### src/rtl/alt_ddrx_fetch_pkg.sv
// Shared types and helpers for the DDRx command fetch sequencer.
package alt_ddrx_fetch_pkg;

  // Sequencer states: one load cycle (FETCH / ECC_FETCH) always precedes a stable slot.
  typedef enum logic [2:0] {
    IDLE       = 3'd0,
    FETCH      = 3'd1,
    ACTIVE     = 3'd2,
    ECC_FETCH  = 3'd3,
    ECC_ACTIVE = 3'd4
  } fetch_state_e;

  // Popcount helper operates on a fixed-width input; callers zero-extend.
  localparam int POP_MAX_W = 32;
  localparam int POP_CNT_W = 6;

  function automatic logic [POP_CNT_W-1:0] popcount(input logic [POP_MAX_W-1:0] v);
    logic [POP_CNT_W-1:0] cnt;
    cnt = '0;
    for (int i = 0; i < POP_MAX_W; i++) begin
      cnt = cnt + POP_CNT_W'(v[i]);
    end
    return cnt;
  endfunction

  // Decision taken whenever the current slot is free to be refilled:
  // stall wins, then ECC, then a normal fetch, else stay idle.
  function automatic fetch_state_e next_decision(input logic stall,
                                                 input logic ecc_req,
                                                 input logic next_valid);
    if (stall) return IDLE;
    if (ecc_req) return ECC_FETCH;
    if (next_valid) return FETCH;
    return IDLE;
  endfunction

endpackage

### src/rtl/alt_ddrx_fetch_sequencer_if.sv
// Bundle of queue / issue-FSM / ECC signals seen by the fetch sequencer.
interface alt_ddrx_fetch_sequencer_if #(
  parameter int CTL_CMD_QUEUE_DEPTH = 8,
  parameter int CNT_WIDTH           = 16
);
  import alt_ddrx_fetch_pkg::*;

  localparam int CMD_CNT_W = $clog2(CTL_CMD_QUEUE_DEPTH + 2);

  logic [CTL_CMD_QUEUE_DEPTH:0] cmd_is_valid;
  logic                         sm_cmd_done;
  logic                         stall_fetch;
  logic                         ecc_err_req;
  logic                         fetch;
  logic                         ecc_fetch_error_addr;
  logic                         ecc_err_ack;
  logic                         current_valid;
  logic                         ecc_active;
  logic [CMD_CNT_W-1:0]         cmd_count;
  logic [CNT_WIDTH-1:0]         fetch_count;
  logic                         err_unexpected_done;

  // Sequencer side.
  modport slave (
    input  cmd_is_valid, sm_cmd_done, stall_fetch, ecc_err_req,
    output fetch, ecc_fetch_error_addr, ecc_err_ack, current_valid,
           ecc_active, cmd_count, fetch_count, err_unexpected_done
  );

  // Environment side (queue, issue FSM, ECC).
  modport master (
    output cmd_is_valid, sm_cmd_done, stall_fetch, ecc_err_req,
    input  fetch, ecc_fetch_error_addr, ecc_err_ack, current_valid,
           ecc_active, cmd_count, fetch_count, err_unexpected_done
  );

endinterface

### src/rtl/alt_ddrx_fetch_sequencer.sv
// Decides when the current command slot is retired and refilled, and when
// the ECC error-address command is inserted. Moore outputs from registers.
module alt_ddrx_fetch_sequencer
  import alt_ddrx_fetch_pkg::*;
#(
  parameter int CTL_CMD_QUEUE_DEPTH = 8,
  parameter int CNT_WIDTH           = 16
) (
  input  logic                        ctl_clk,
  input  logic                        ctl_reset_n,
  alt_ddrx_fetch_sequencer_if.slave   seq_bus
);

  localparam int CMD_CNT_W = $clog2(CTL_CMD_QUEUE_DEPTH + 2);

  fetch_state_e         state_q, state_d;
  logic                 ack_q, ack_d;
  logic                 err_q, err_d;
  logic [CNT_WIDTH-1:0] cnt_q, cnt_d;
  logic                 ecc_req_eff;
  logic                 slot_busy;

  // While the ack pulse is out the ECC block has not yet dropped its request;
  // masking it here keeps the same request from being serviced twice.
  assign ecc_req_eff = seq_bus.ecc_err_req & ~ack_q;
  assign slot_busy   = (state_q == ACTIVE) || (state_q == ECC_ACTIVE);

  // Next-state, ack pulse, sticky error and fetch counter.
  always_comb begin
    state_d = state_q;
    ack_d   = 1'b0;
    err_d   = err_q | (seq_bus.sm_cmd_done & ~slot_busy);
    cnt_d   = (state_q == FETCH) ? cnt_q + CNT_WIDTH'(1) : cnt_q;
    unique case (state_q)
      IDLE: begin
        state_d = next_decision(seq_bus.stall_fetch, ecc_req_eff,
                                seq_bus.cmd_is_valid[1]);
      end
      FETCH:     state_d = ACTIVE;
      ECC_FETCH: state_d = ECC_ACTIVE;
      ACTIVE: begin
        if (seq_bus.sm_cmd_done) begin
          state_d = next_decision(seq_bus.stall_fetch, ecc_req_eff,
                                  seq_bus.cmd_is_valid[1]);
        end
      end
      ECC_ACTIVE: begin
        // The request that produced this command is still high; ignore it.
        if (seq_bus.sm_cmd_done) begin
          ack_d   = 1'b1;
          state_d = next_decision(seq_bus.stall_fetch, 1'b0,
                                  seq_bus.cmd_is_valid[1]);
        end
      end
      default: state_d = IDLE;
    endcase
  end

  // State and status registers; reset abandons any command without an ack.
  always_ff @(posedge ctl_clk or negedge ctl_reset_n) begin
    if (!ctl_reset_n) begin
      state_q <= IDLE;
      ack_q   <= 1'b0;
      err_q   <= 1'b0;
      cnt_q   <= '0;
    end else begin
      state_q <= state_d;
      ack_q   <= ack_d;
      err_q   <= err_d;
      cnt_q   <= cnt_d;
    end
  end

  assign seq_bus.fetch                = (state_q == FETCH);
  assign seq_bus.ecc_fetch_error_addr = (state_q == ECC_FETCH);
  assign seq_bus.current_valid        = slot_busy;
  assign seq_bus.ecc_active           = (state_q == ECC_ACTIVE);
  assign seq_bus.ecc_err_ack          = ack_q;
  assign seq_bus.err_unexpected_done  = err_q;
  assign seq_bus.fetch_count          = cnt_q;
  assign seq_bus.cmd_count =
    CMD_CNT_W'(popcount(POP_MAX_W'(seq_bus.cmd_is_valid)));

endmodule

### src/flat_wrapper.sv
// flat-port wrapper written by rule: the top's interface ports become plain ports
module alt_ddrx_fetch_sequencer_flat import alt_ddrx_fetch_pkg::*;
#(
  parameter int CTL_CMD_QUEUE_DEPTH = 8,
  parameter int CNT_WIDTH           = 16
)
  (ctl_clk, ctl_reset_n, seq_bus_cmd_is_valid, seq_bus_sm_cmd_done, seq_bus_stall_fetch, seq_bus_ecc_err_req, seq_bus_fetch, seq_bus_ecc_fetch_error_addr, seq_bus_ecc_err_ack, seq_bus_current_valid, seq_bus_ecc_active, seq_bus_cmd_count, seq_bus_fetch_count, seq_bus_err_unexpected_done);
  alt_ddrx_fetch_sequencer_if #(.CTL_CMD_QUEUE_DEPTH(CTL_CMD_QUEUE_DEPTH), .CNT_WIDTH(CNT_WIDTH)) seq_bus_i ();
  input  logic ctl_clk;
  input  logic ctl_reset_n;
  input wire logic [$bits(seq_bus_i.cmd_is_valid)-1:0] seq_bus_cmd_is_valid;
  input wire logic [$bits(seq_bus_i.sm_cmd_done)-1:0] seq_bus_sm_cmd_done;
  input wire logic [$bits(seq_bus_i.stall_fetch)-1:0] seq_bus_stall_fetch;
  input wire logic [$bits(seq_bus_i.ecc_err_req)-1:0] seq_bus_ecc_err_req;
  output wire logic [$bits(seq_bus_i.fetch)-1:0] seq_bus_fetch;
  output wire logic [$bits(seq_bus_i.ecc_fetch_error_addr)-1:0] seq_bus_ecc_fetch_error_addr;
  output wire logic [$bits(seq_bus_i.ecc_err_ack)-1:0] seq_bus_ecc_err_ack;
  output wire logic [$bits(seq_bus_i.current_valid)-1:0] seq_bus_current_valid;
  output wire logic [$bits(seq_bus_i.ecc_active)-1:0] seq_bus_ecc_active;
  output wire logic [$bits(seq_bus_i.cmd_count)-1:0] seq_bus_cmd_count;
  output wire logic [$bits(seq_bus_i.fetch_count)-1:0] seq_bus_fetch_count;
  output wire logic [$bits(seq_bus_i.err_unexpected_done)-1:0] seq_bus_err_unexpected_done;
  assign seq_bus_i.cmd_is_valid = seq_bus_cmd_is_valid;
  assign seq_bus_i.sm_cmd_done = seq_bus_sm_cmd_done;
  assign seq_bus_i.stall_fetch = seq_bus_stall_fetch;
  assign seq_bus_i.ecc_err_req = seq_bus_ecc_err_req;
  assign seq_bus_fetch = seq_bus_i.fetch;
  assign seq_bus_ecc_fetch_error_addr = seq_bus_i.ecc_fetch_error_addr;
  assign seq_bus_ecc_err_ack = seq_bus_i.ecc_err_ack;
  assign seq_bus_current_valid = seq_bus_i.current_valid;
  assign seq_bus_ecc_active = seq_bus_i.ecc_active;
  assign seq_bus_cmd_count = seq_bus_i.cmd_count;
  assign seq_bus_fetch_count = seq_bus_i.fetch_count;
  assign seq_bus_err_unexpected_done = seq_bus_i.err_unexpected_done;
  alt_ddrx_fetch_sequencer #(.CTL_CMD_QUEUE_DEPTH(CTL_CMD_QUEUE_DEPTH), .CNT_WIDTH(CNT_WIDTH)) u_core (.ctl_clk(ctl_clk), .ctl_reset_n(ctl_reset_n), .seq_bus(seq_bus_i));
endmodule
### config.mk
export PLATFORM = sky130hd
export DESIGN_NAME = alt_ddrx_fetch_sequencer_flat
export DESIGN_NICKNAME = d
export VERILOG_FILES = /design/src/rtl/alt_ddrx_fetch_pkg.sv /design/src/rtl/alt_ddrx_fetch_sequencer_if.sv /design/src/rtl/alt_ddrx_fetch_sequencer.sv /design/src/flat_wrapper.sv
export SDC_FILE = /design/constraint.sdc
export NUM_CORES = 1
export LEC_CHECK = 0
export ABC_CLOCK_PERIOD_IN_PS = 5700
export BUFFER_PORTS_ARGS = -buffer_cell sky130_fd_sc_hd__buf_2
export CAP_MARGIN = 5
export CORE_ASPECT_RATIO = 1.4
export CORE_MARGIN = 2
export CORE_UTILIZATION = 25
export CTS_CLUSTER_DIAMETER = 50
export CTS_CLUSTER_SIZE = 24
export DETAILED_ROUTE_END_ITERATION = 10
export PLACE_DENSITY_LB_ADDON = 0.15
export SLEW_MARGIN = 10
export SYNTH_ARGS = -nofsm -noshare
export SYNTH_HDL_FRONTEND = slang
export SYNTH_SLANG_ARGS = --single-unit
export TNS_END_PERCENT = 20
### constraint.sdc
create_clock -name ctl_clk -period 5.7 [get_ports ctl_clk]
set_input_delay 1.14 -clock ctl_clk [delete_from_list [all_inputs] [get_ports ctl_clk]]
set_output_delay 1.14 -clock ctl_clk [all_outputs]
set_load 0.05 [all_outputs]
==> impl_results.md <==
- Setup crit end kind: primary output
- Top_reg_cell synth: dfrtp_1
- Detailed-router iteration count before antenna repair: 4
- Crit path DAT: 4.05 ns
- Max-cap viol count: 0
- Vias in the first global route: 918
- Total GRT Usage: 9.84%
- Switching Fraction: 49.9%
- Final Hold Violating Endpoints: 0
- PwrDens: 396 nW/um2
- Crit path kind: in2out
- Io pins: 40
- Area grow syn2layout: 23.6%
- CTS tree: done
- Syn_nets: 135
- Clock Tree Buf Depth: 2
- Die Y-Extent: 87.5 um
- FP Rows: 30
- Hold Path Origin: u_core.seq_bus.err_unexpected_done
- Comb power frac: 47.9%
- Initial antenna violation count: 0
- RSZ-0062 raised after global routing: false
- Syn Inst Count: 109
- Final setup margin: 0.514 ns
- Sequential Power Share: 36.0%
- Filler Cell Count: 546
- Placer Congestion: 0.749
- Max Clk Rate: 0.193 GHz
- Distinct cell type count after synthesis: 29
- Startpoint types: primary input
- Worst-path clk slew: 0.07 ns
- Hpwl dp: 1.96 mm
- CTS Hold Bufs: 0
- Final Cycle Share: 91.0%
- Clock latency on the worst-skew pair: 0.26 ns
- First-pass GRT wire length: 4.26 mm
- Setup TNS: 0 ns
- Antenna Nets Post-Route: 0
- Worst relative slew slack: 67.7%
- Fin. max-slew vios: 0
- CP Launch Point: seq_bus_cmd_is_valid[1]
- Die area: 5560 um2
- DRC viols: 0
- Switch Pwr: 304 uW
- Tmin final: 5.19 ns
- Post-synthesis cell area: 1240 um2
- Post-synthesis sequential area ratio: 42.3%
- Final core occ: 32.0%
- Post-synth EDFFs: 0
- IO buf count: 39
- Syn avg cell area: 11.4 um2
- Placed insts: 209
- Post CTS Setup Buffer Count: 0
- Clk pwr share: 16.1%
- Power Total: 609 uW
- CP required: 4.56 ns
- Starting Density: 25.9%
- H-tree lvl count: 1
- Setup-failing EPs final: 0
- RR Startpoint: u_core.state_q[1]
- Die width: 63.6 um
- Core Area: 4800 um2
- Post-synth ARST share: 100%
- Fraction of layout cells with a size suffix above 1: 33.6%
- CTS buffer count: 3
- Post-CTS Resized: 0
- Setup Slack @ Placement: 0.485 ns
- Fin nets: 176
- Hold Crit Class: reg2reg
- Via count: 858
- LEAKAGE: 0.000846 uW
- DRT iter0 DRCs: 19
- Peak VDD IR: 0.144 mV
- Vias per inst: 4.03
- Status: finished clean
- DRT Wirelength: 2.43 mm
- Pint: 305 uW
- CP max FO: 3
- Clock sink count: 21
- Clock root cell: clkbuf_8
- Actual slew at the worst max-slew pin: 0.484 ns
- Gr ovfl total: 0
- Synth Warn #: 0
- Yosys reg bits: 21
- Largest net degree at the start of global routing: 22
- Worst Skew: 0.00398 ns
- # diodes: 0
- Non-filler cells, final: 213
- Drt wl/cell: 11.4 um
==> worst paths after layout <==
check	end	slack, ns	depth (start not counted)
worst max register to register	u_core.seq_bus.fetch_count[10]	4.04	4
max in group asynchronous	u_core.seq_bus.fetch_count[2]	4.54	1
min in group asynchronous	u_core.seq_bus.fetch_count[10]	0.83	1
worst min register to register	u_core.seq_bus.err_unexpected_done	0.48	1
worst min-delay path	u_core.seq_bus.err_unexpected_done	0.48	1
worst max-delay path	seq_bus_cmd_count[2]	0.51	11
==> flip-flops by register name, summed over array words and instances (netlist names) <==
signal,cells
u_core.seq_bus.err_unexpected_done,1
u_core.state_q,3
u_core.seq_bus.ecc_err_ack,1
u_core.seq_bus.fetch_count,16
==> layer usage <==
layer	GRT usage [%]	part of all wire [%]	wire length, um	vias to the layer above
met2	17.7	50	1220	28
met1	11.0	42	1030	394
met3	2.07	6.6	160	2
met4	4.74	0.94	23	0
li1	-	-	-	434
met5	0	0	0	-
==> Yosys cell counts, drive strengths merged (2+ instances only) <==
cell	instances	area, um2
dfrtp	21	526
xnor2	9	78.8
nor2	6	22.5
xor2	8	70.1
and3	3	18.8
buf	3	26.3
inv	13	48.8
a21o	3	22.5
nor3	2	20.0
nand2	7	26.3
ha	7	87.6
nand4	4	55.1
nand3	4	20.0
nor2b	2	12.5
nor3b	2	26.3
fa	5	100
==> stage by stage <==
step	hold slack [ns]	cell area, um2
global placement	0.459	1490
finish	0.479	1540
CTS	0.483	1540
detailed placement	0.464	1490
global route	0.504	1540
floorplan	0.526	1240
==> cells in the final DEF, fill, tap and decap left out, types with 3 or more instances in the layout <==
cell type,netlist,routed
ha_1,7,7
nand2_1,7,7
xor2_1,8,8
a21o_1,3,3
clkbuf_8,0,3
buf_2,0,39
inv_1,13,13
xnor2_1,9,9
nor2_1,6,6
fa_1,5,5
and3_1,3,3
dfrtp_1,21,21
nand3_1,4,4
==> area by class of cell <==
type | instances | area (um2) | share of cell area, %
clock buffer | 4 | 45.0 | 2.93
inverter | 13 | 48.8 | 3.17
multi-input combinational | 72 | 643 | 41.8
sequential | 21 | 526 | 34.2
tap | 64 | 80.1 | 5.21
timing repair buffer | 39 | 195 | 12.7
==> power groups by stage <==
stage | Sequential [uW] | Combinational, uW | Clock (uW)
global route | 223 | 313 | 110
CTS | 219 | 298 | 103
floorplan | 262 | 200 | 0
detailed placement | 222 | 297 | 0
finish | 219 | 292 | 98.2
global placement | 220 | 291 | 0
==> cells by family after synthesis <==
logic type / synth area share (%)
AND/OR/NAND/NOR: 18.7
adder cells (fa/ha/maj): 15.1
AO/OA/AOI/OAI: 5.03
flip-flops: 42.3
buffers and inverters: 6.04
XOR/XNOR: 12.0
multiplexers: 0.905
==> worst max-delay path: stages <==
cell and delay (ns):
buf_2 0.11, ha_1 0.26, inv_1 0.04, fa_1 0.49, fa_1 0.42, fa_1 0.49
inv_1 0.05, ha_1 0.19, fa_1 0.38, xor2_1 0.18, buf_2 0.29
Note: power is estimated with default switching activity, not from simulation.
